--- src/rtl/cmd_pkg.sv ---
// Shared types and constants for the UART command handlers (states, reply status codes).
// Pure declarations: no latency and no backpressure.
package cmd_pkg;

    typedef enum logic [2:0] {
        IDLE,
        LEN,
        DATA,
        SEND0,
        WAIT0,
        SEND1,
        WAIT1,
        DONE
    } state_t;

    localparam logic [7:0] ST_OK       = 8'h00;
    localparam logic [7:0] ST_MISMATCH = 8'h01;
    localparam logic [7:0] ST_TIMEOUT  = 8'h02;
    localparam logic [7:0] ERR_SAT     = 8'hFF;

    function automatic logic [7:0] sat_inc(input logic [7:0] v);
        return (v == ERR_SAT) ? v : v + 8'd1;
    endfunction

endpackage

--- src/rtl/check_cnt_seq_checker.sv ---
// Counting-sequence checker: expected value, 9-bit remaining count, saturating error count.
// Updates one cycle after load/step; no backpressure (step is taken whenever asserted).
module seq_checker
    import cmd_pkg::*;
#(
    parameter logic [7:0] START_VALUE = 8'h00
) (
    input  logic       clk,
    input  logic       reset,
    input  logic       clear,
    input  logic       load,
    input  logic [7:0] len,
    input  logic       step,
    input  logic [7:0] data,
    output logic [7:0] err_cnt,
    output logic [7:0] err_cnt_next,
    output logic       last
);

    logic [7:0] expected;
    logic [8:0] remaining;

    // Error count as it will be after stepping with the current data byte.
    assign err_cnt_next = (data != expected) ? sat_inc(err_cnt) : err_cnt;
    assign last         = (remaining == 9'd1);

    always_ff @(posedge clk) begin
        if (reset || clear) begin
            expected  <= START_VALUE;
            remaining <= 9'd0;
            err_cnt   <= 8'd0;
        end else begin
            if (load) begin
                remaining <= {1'b0, len} + 9'd1;
            end
            if (step) begin
                err_cnt   <= err_cnt_next;
                expected  <= expected + 8'd1;
                remaining <= remaining - 9'd1;
            end
        end
    end

endmodule

--- src/rtl/check_cnt.sv ---
// Receive-side counting test: checks N+1 bytes against a counter, replies status then error count.
// Reply starts the cycle after the last byte; waits on tx_active/tx_done; option CHK_TIMEOUT_EN adds an idle timeout.
module check_cnt
    import cmd_pkg::*;
#(
    parameter logic [7:0]  START_VALUE    = 8'h00,
    parameter int unsigned TIMEOUT_CYCLES = 1_000_000
) (
    input  logic       clk,
    input  logic       reset,
    input  logic       activate,
    output logic       done,
    input  logic       rx_ready,
    input  logic [7:0] rx_data,
    input  logic       tx_active,
    input  logic       tx_done,
    output logic [7:0] tx_data,
    output logic       tx_start
);

    state_t     state, state_nxt;
    logic       done_nxt, tx_start_nxt;
    logic [7:0] tx_data_nxt;
    logic [7:0] status, status_nxt;
    logic       rx_ready_q;
    logic       rx_rise;
    logic       chk_clear, chk_load, chk_step;
    logic [7:0] err_cnt, err_cnt_next;
    logic       chk_last;
    logic       timeout;

    assign rx_rise = rx_ready & ~rx_ready_q;

    seq_checker #(
        .START_VALUE(START_VALUE)
    ) u_seq_checker (
        .clk          (clk),
        .reset        (reset),
        .clear        (chk_clear),
        .load         (chk_load),
        .len          (rx_data),
        .step         (chk_step),
        .data         (rx_data),
        .err_cnt      (err_cnt),
        .err_cnt_next (err_cnt_next),
        .last         (chk_last)
    );

`ifdef CHK_TIMEOUT_EN
    logic [31:0] idle_cnt;

    always_ff @(posedge clk) begin
        if (reset || rx_rise || !(state == LEN || state == DATA)) begin
            idle_cnt <= 32'd0;
        end else begin
            idle_cnt <= idle_cnt + 32'd1;
        end
    end

    assign timeout = (state == LEN || state == DATA) && (idle_cnt >= TIMEOUT_CYCLES - 1);
`else
    // Without the option the timeout never fires; the parameter is inert.
    assign timeout = 1'b0 & (TIMEOUT_CYCLES == 0);
`endif

    always_ff @(posedge clk) begin
        if (reset) begin
            state      <= IDLE;
            done       <= 1'b0;
            tx_start   <= 1'b0;
            tx_data    <= 8'd0;
            status     <= ST_OK;
            rx_ready_q <= 1'b0;
        end else begin
            state      <= state_nxt;
            done       <= done_nxt;
            tx_start   <= tx_start_nxt;
            tx_data    <= tx_data_nxt;
            status     <= status_nxt;
            rx_ready_q <= rx_ready;
        end
    end

    always_comb begin
        state_nxt    = state;
        done_nxt     = done;
        tx_start_nxt = 1'b0;
        tx_data_nxt  = tx_data;
        status_nxt   = status;
        chk_clear    = 1'b0;
        chk_load     = 1'b0;
        chk_step     = 1'b0;

        case (state)
            IDLE: begin
                chk_clear = 1'b1;
                done_nxt  = 1'b0;
                // Wait for the command byte's rx_ready to drop before listening.
                if (activate && !rx_ready) begin
                    state_nxt = LEN;
                end
            end
            LEN: begin
                if (!activate) begin
                    state_nxt = IDLE;
                end else if (rx_rise) begin
                    chk_load  = 1'b1;
                    state_nxt = DATA;
                end else if (timeout) begin
                    status_nxt = ST_TIMEOUT;
                    state_nxt  = SEND0;
                end
            end
            DATA: begin
                if (!activate) begin
                    state_nxt = IDLE;
                end else if (rx_rise) begin
                    chk_step = 1'b1;
                    if (chk_last) begin
                        status_nxt = (err_cnt_next == 8'd0) ? ST_OK : ST_MISMATCH;
                        state_nxt  = SEND0;
                    end
                end else if (timeout) begin
                    status_nxt = ST_TIMEOUT;
                    state_nxt  = SEND0;
                end
            end
            SEND0: begin
                if (!tx_active) begin
                    tx_data_nxt  = status;
                    tx_start_nxt = 1'b1;
                    state_nxt    = WAIT0;
                end
            end
            WAIT0: begin
                if (tx_done) begin
                    state_nxt = SEND1;
                end
            end
            SEND1: begin
                if (!tx_active) begin
                    tx_data_nxt  = err_cnt;
                    tx_start_nxt = 1'b1;
                    state_nxt    = WAIT1;
                end
            end
            WAIT1: begin
                if (tx_done) begin
                    done_nxt  = 1'b1;
                    state_nxt = DONE;
                end
            end
            DONE: begin
                done_nxt = 1'b1;
                if (!activate && !rx_ready && !tx_active) begin
                    done_nxt  = 1'b0;
                    state_nxt = IDLE;
                end
            end
            default: begin
                state_nxt = IDLE;
            end
        endcase
    end

endmodule

--- config.mk ---
export PLATFORM = sky130hd
export DESIGN_NAME = check_cnt
export DESIGN_NICKNAME = d
export VERILOG_FILES = /design/src/rtl/cmd_pkg.sv /design/src/rtl/check_cnt_seq_checker.sv /design/src/rtl/check_cnt.sv
export SDC_FILE = /design/constraint.sdc
export NUM_CORES = 1
export LEC_CHECK = 0
export CORE_MARGIN = 3
export CORE_UTILIZATION = 40
export CTS_CLUSTER_DIAMETER = 120
export DETAILED_ROUTE_END_ITERATION = 10
export PLACE_DENSITY = 0.61
export SYNTH_ARGS = -nofsm -noshare
export SYNTH_HDL_FRONTEND = slang
export SYNTH_SLANG_ARGS = --single-unit
--- constraint.sdc ---
create_clock -name clk -period 1.8 [get_ports clk]
set_input_delay 0.36 -clock clk [delete_from_list [all_inputs] [get_ports clk]]
set_output_delay 0.36 -clock clk [all_outputs]
set_load 0.05 [all_outputs]
* After elaboration in Yosys (flattened, before gate mapping) *
Cells that the tools add are included.

storage, ports and cells
  input bits = 14
  register bits after elaboration = 47
  output and inout port bits = 10

operators by class
  equal/unequal tests = 19
  $add $sub $neg = 4
  bitwise logic cells = 3
  muxes and demuxes = 29
  reduce and logical (&&, ||, !) cells = 18

operators by type and width
  kind                                              number
  two-way mux 3 bit                                 11
  two-way mux 8 bit                                 4
  case mux 3 bit (8 select lines)                   1
  two-way mux 9 bit                                 2
  adder 8 x 1 -> 8 bit, second input constant       2
  case mux 8 bit (2 select lines)                   1
  == test 3 bit, second input constant              4
  != test 2 bit, second input constant              6
  adder 8 x 1 -> 9 bit, second input constant       1
  == test 9 x 1 -> 1 bit, second input constant     1
  two-way mux 1 bit                                 9
  != test 3 bit, second input constant              3
  AND reduction 9 bit                               1
  subtractor 9 x 1 -> 9 bit, second input constant  1
  == test 8 bit, second input constant              1
  zero test 8 bit                                   1
  != test 8 bit                                     1
  == test 3 x 2 -> 1 bit, second input constant     2
  AND reduction 4 bit                               1
  nonzero test 2 bit                                2
  OR reduction 2 bit                                2
  == test 3 x 1 -> 1 bit, second input constant     1
  logical AND 1 bit                                 3
  zero test 1 bit                                   3
  8 further kinds                                   9

* Longest topological paths before layout *
  depth after elaboration = 7
  depth in mapped cells = 10
  depth with buffers taken out = 7

* Modules after synthesis *
From an unflattened synthesis, not the netlist that was laid out.

unflattened totals
  cells, all modules = 285
  area total of the unflattened synthesis = 2438.6 µm²

modules (own cells, without submodules)
  module       area an instance (µm²)  cells an instance  times used
  seq_checker  1650.3                  203                1
  check_cnt    788.3                   82                 1

* Worst setup path before layout *
No wires, ideal clock.

  kind = reg2reg
  start point = register state[2]
  end point = register u_seq_checker.err_cnt[4]
  period minus slack after synthesis = 1742 ps
  path buffers = 3
  path slack = 58 ps
  stages on the path, launching flop included = 9
  arrival time = 1614 ps
  path through = dfxtp_1 > buf_6 > and4bb_1 > buf_4 > nand3_2 > clkbuf_1 > nor3_1 > mux2i_1 > nor2_1

between the ends
  cells in the longest elaborated chain, start to end = 3

RTL lines
  item                    line                         text
  start, declared         check_cnt.sv:21              state_t state, state_nxt;
  start signal, assigned  check_cnt.sv:75              state <= state_nxt;
  zero test 3 bit         check_cnt.sv:94              case (state)
  two-way mux 1 bit       check_cnt.sv:94
  logical OR 1 bit        check_cnt_seq_checker.sv:28  if (reset || clear) begin
  end signal, assigned    check_cnt_seq_checker.sv:37  err_cnt <= err_cnt_next;
  end, declared           check_cnt_seq_checker.sv:15  output logic [7:0] err_cnt,

Several ways; a longest one is shown, not always the timed one.
A chain may end at the register's enable or synchronous reset.

* Worst setup path in the final report *
  start point = register u_seq_checker.expected[2]
  end point = register status[0]

between the ends
  cells in the longest elaborated chain, start to end = 4

RTL lines
  item                    line                         text
  start, declared         check_cnt_seq_checker.sv:20  logic [7:0] expected;
  start signal, assigned  check_cnt_seq_checker.sv:38  expected <= expected + 8'd1;
  != test 8 bit           check_cnt_seq_checker.sv:24  assign err_cnt_next = (data != expected) ? sat_inc(err_cnt) : err_cnt;
  two-way mux 8 bit       check_cnt_seq_checker.sv:24
  zero test 8 bit         check_cnt.sv:120             status_nxt = (err_cnt_next == 8'd0) ? ST_OK : ST_MISMATCH;
  two-way mux 1 bit       check_cnt.sv:120
  end signal, assigned    check_cnt.sv:79              status <= status_nxt;
  end, declared           check_cnt.sv:24              logic [7:0] status, status_nxt;

No other way between the ends.

==> metrics.yaml <==
sta:
  rsz0062_at_grt: "false"
  tightest_slew_ns: 0.5057
  setup_ws_ns: 0.07599
  period_needed_ns: 1.724
  max_slew_margin: 0.6598
  hold_viol_final: 0
  fin_worst_skew_ns: 0.005581
  final_max_slew_viol_count: 0
  finalCritPeriodShare: 0.9578
  clock.fmax_ghz: 0.5800
  setup_viol: 0
logic_synthesis:
  synth_seq_area_share: 0.3360
  synth-edff-count: 0
  netlist.area_leader.share: 0.3360
  synth_area_sq_um: 2384
  syn_avg_cell_area_sq_um: 7.972
  yosysUniqueCellTypes: 49
  yosysWarnings: 0
  syn_nets: 318
  synth_flop_cell: "dfxtp_1"
  netlist_instances: 299
  synth_top_cell_by_area: "dfxtp_1"
  ys_ff_latch: 40
  async_flop_share: 0
  ys_top_cells_by_area: "dfxtp_1 34%, nor2_1 6.5%, xor2_1 6.2%, a22oi_1 3.8%, xnor2_1 3.7%"
finish:
  final_util: 0.5544
  layout.nets: 377
  antenna_cells: 0
  layout_commonest_cell: "buf_4"
  final_cell_count_no_fill: 431
  drive_gt1_frac: 0.2228
  area_growth_pct: 31.23
  final_cell_mix: "57 x buf_4, 41 x nor2_1, 38 x dfxtp_1"
global_route:
  use_met1: 0.2298
  grt_max_degree: 16
  grt_pass1_wl_mm: 9.963
  track_usage: 0.1685
  grt_pass1_vias: 2146
  grt_util_met3: 0.02877
  top_usage_layer: "met2"
  antenna_found_initial: 0
  grt_overflow: 0
  grtUsageMet2: 0.2784
clock_tree:
  postCtsSetupBuffers: 0
  cts-root-buf: "clkbuf_8"
  cts_hold_buf: 0
  clk_pin_slew_ns: 0.09
  worstSkewPairLatency_ns: 0.29
  cts_made_buffers: 5
  htreeDepth: 2
  cts_sinks: 40
  cts_tree: "done"
  cts_max_path_buffers: 2
worst_setup_path:
  worstSetupStartpointType: "register"
  worstReg2RegEnd: "status[0]$_SDFFE_PP0P_"
  cp.depth: 7
  crit_arrival_ns: 1.90
  r2r_start: "u_seq_checker.expected[2]$_SDFFE_PP0P_"
  reg2reg_setup_slack_ns: 0.08
  cp_top_family: "simple AND/OR/NAND/NOR gates"
  rr_worst_depth: 7
  worst_setup_path_end_kind: "register"
  worst-path-max-fanout: 2
  slowest_stage: "nor4_2"
  worstSetupPathType: "register to register"
  required_ns: 1.98
  path_cells: "xor2_1 -> nor4_2 -> buf_4 -> a211oi_1 -> mux2_1 -> nor2_1 -> a31oi_1"
  max_stage_delay_ns: 0.36
  path_buf_inv: 1
floorplanning:
  io_pins: 24
  initial_core_util: 0.4225
  fp.coreArea_sq_um: 5642
  rows: 27
  fp.dieW_um: 83.20
  die-area_sq_um: 6921
  die_h_um: 83.20
route:
  routed_wl_mm: 5.843
  via_count: 2316
  drc: 0
  vias_per_cell: 5.374
  ant_nets: 0
  dr.first_iter.drc_count: 137
  firstDrtPassIters: 4
  routedWlPerCell_um: 13.56
placed_design:
  dpl.hpwl_mm: 4.295
  portBuffers: 23
  pre_cts_ws_ns: -0.5091
  gp_congestion: 0.9074
  placed_cells: 423
flow_run:
  drv_cap: 0
run_status:
  outcome: "finished, final reports clean"
worst_hold_path:
  hold_class: "input port to register"
  whs_path_depth: 3
  min_from: "rx_ready"
  min_to: "rx_ready_q$_SDFF_PP0_"
power_and_ir_drop:
  p_leak_uw: 0.001210
  total_power_uw: 1963
  vdd_drop_max_uv: 329.0
  cellPowerDensity_nw_per_um2: 627.5
==> metrics by stage <==
stage	instance area [sq um]	hold slack (ns)	TNS, ns
global route	3128	0.4810	0
detailed placement	2975	0.4861	-7.764
CTS	3108	0.5077	-0.002252
floorplan	2384	0.4291	0
finish	3128	0.4527	0
global placement	2975	0.4751	-7.336
==> flip-flops by register name (all words and copies together), names as in the netlist <==
name / count
u_seq_checker.remaining: 9
u_seq_checker.err_cnt: 8
u_seq_checker.expected: 8
done: 1
tx_start: 1
rx_ready_q: 1
state: 3
status: 1
tx_data: 8
==> synthesized netlist by cell type (5+ instances only) <==
cell type	count
nor4_1	9
a21oi_1	15
nand3_1	9
mux2i_1	5
inv_1	6
o21ai_1	8
nor3_1	8
a211oi_1	5
nor2_1	41
xnor2_1	10
clkbuf_1	14
nand2_1	18
nand4_1	10
dfxtp_1	40
and3_1	5
a22oi_1	12
ha_1	5
o21ai_0	10
xor2_1	17
==> cells by family after synthesis <==
family | Yosys count | share of synthesized area
simple gates | 124 | 0.2740
compound gates | 70 | 0.1874
flops | 40 | 0.3360
xor+xnor | 27 | 0.09921
buf+inv | 27 | 0.05144
mux | 6 | 0.02572
fa+ha+maj | 5 | 0.02625
==> layer usage <==
layer  share of wire  vias to the layer above  wire (um)
met5               0                        -          0
met4           0.011                        0         65
met2            0.48                       45       2812
met1            0.47                     1069       2743
li1                -                     1195          -
met3           0.038                        7        221
==> worst max-delay path by stage <==
stage / start / end / slack (ns)
6_report: u_seq_checker.expected[2]$_SDFFE_PP0P_ / status[0]$_SDFFE_PP0P_ / 0.08
5_1_grt: u_seq_checker.expected[7]$_SDFFE_PP0P_ / status[0]$_SDFFE_PP0P_ / 0.02
4_1_cts: rx_ready / u_seq_checker.expected[5]$_SDFFE_PP0P_ / -0.002
3_5_place_dp: rx_data[7] / u_seq_checker.err_cnt[5]$_SDFFE_PP0P_ / -0.51
3_3_place_gp: rx_data[7] / status[0]$_SDFFE_PP0P_ / -0.48
2_1_floorplan: state[2]$_SDFFE_PP0P_ / u_seq_checker.err_cnt[4]$_SDFFE_PP0P_ / 0.06
==> timing repair <==
action                     4_1_cts  5_1_grt
gates cloned                     0        0
setup endpoints to repair       13       13
pin swaps                       11        4
gates resized for setup         15        6
==> cell type report <==
type                    instances  area, sq um
clock buffers                   5        68.82
clock inverters                 3        46.29
fillers                       538         2514
inverters                       7        26.28
multi-input cells             232         1500
flip-flops and latches         40        803.3
well taps                      72        90.09
repair buffers                 72        593.1
==> where the power goes <==
group / total, uW / switching, uW / internal, uW
clock: 768 / 349 / 418
combinational: 292 / 158 / 134
sequential: 903 / 10.1 / 893
==> tightest hold or removal path, cell delays in order <==
cell            delay [ns]
dlymetal6s2s_1        0.10
buf_4                 0.13
nor2b_1               0.12
No activity file was read; power rests on OpenSTA's default activity.
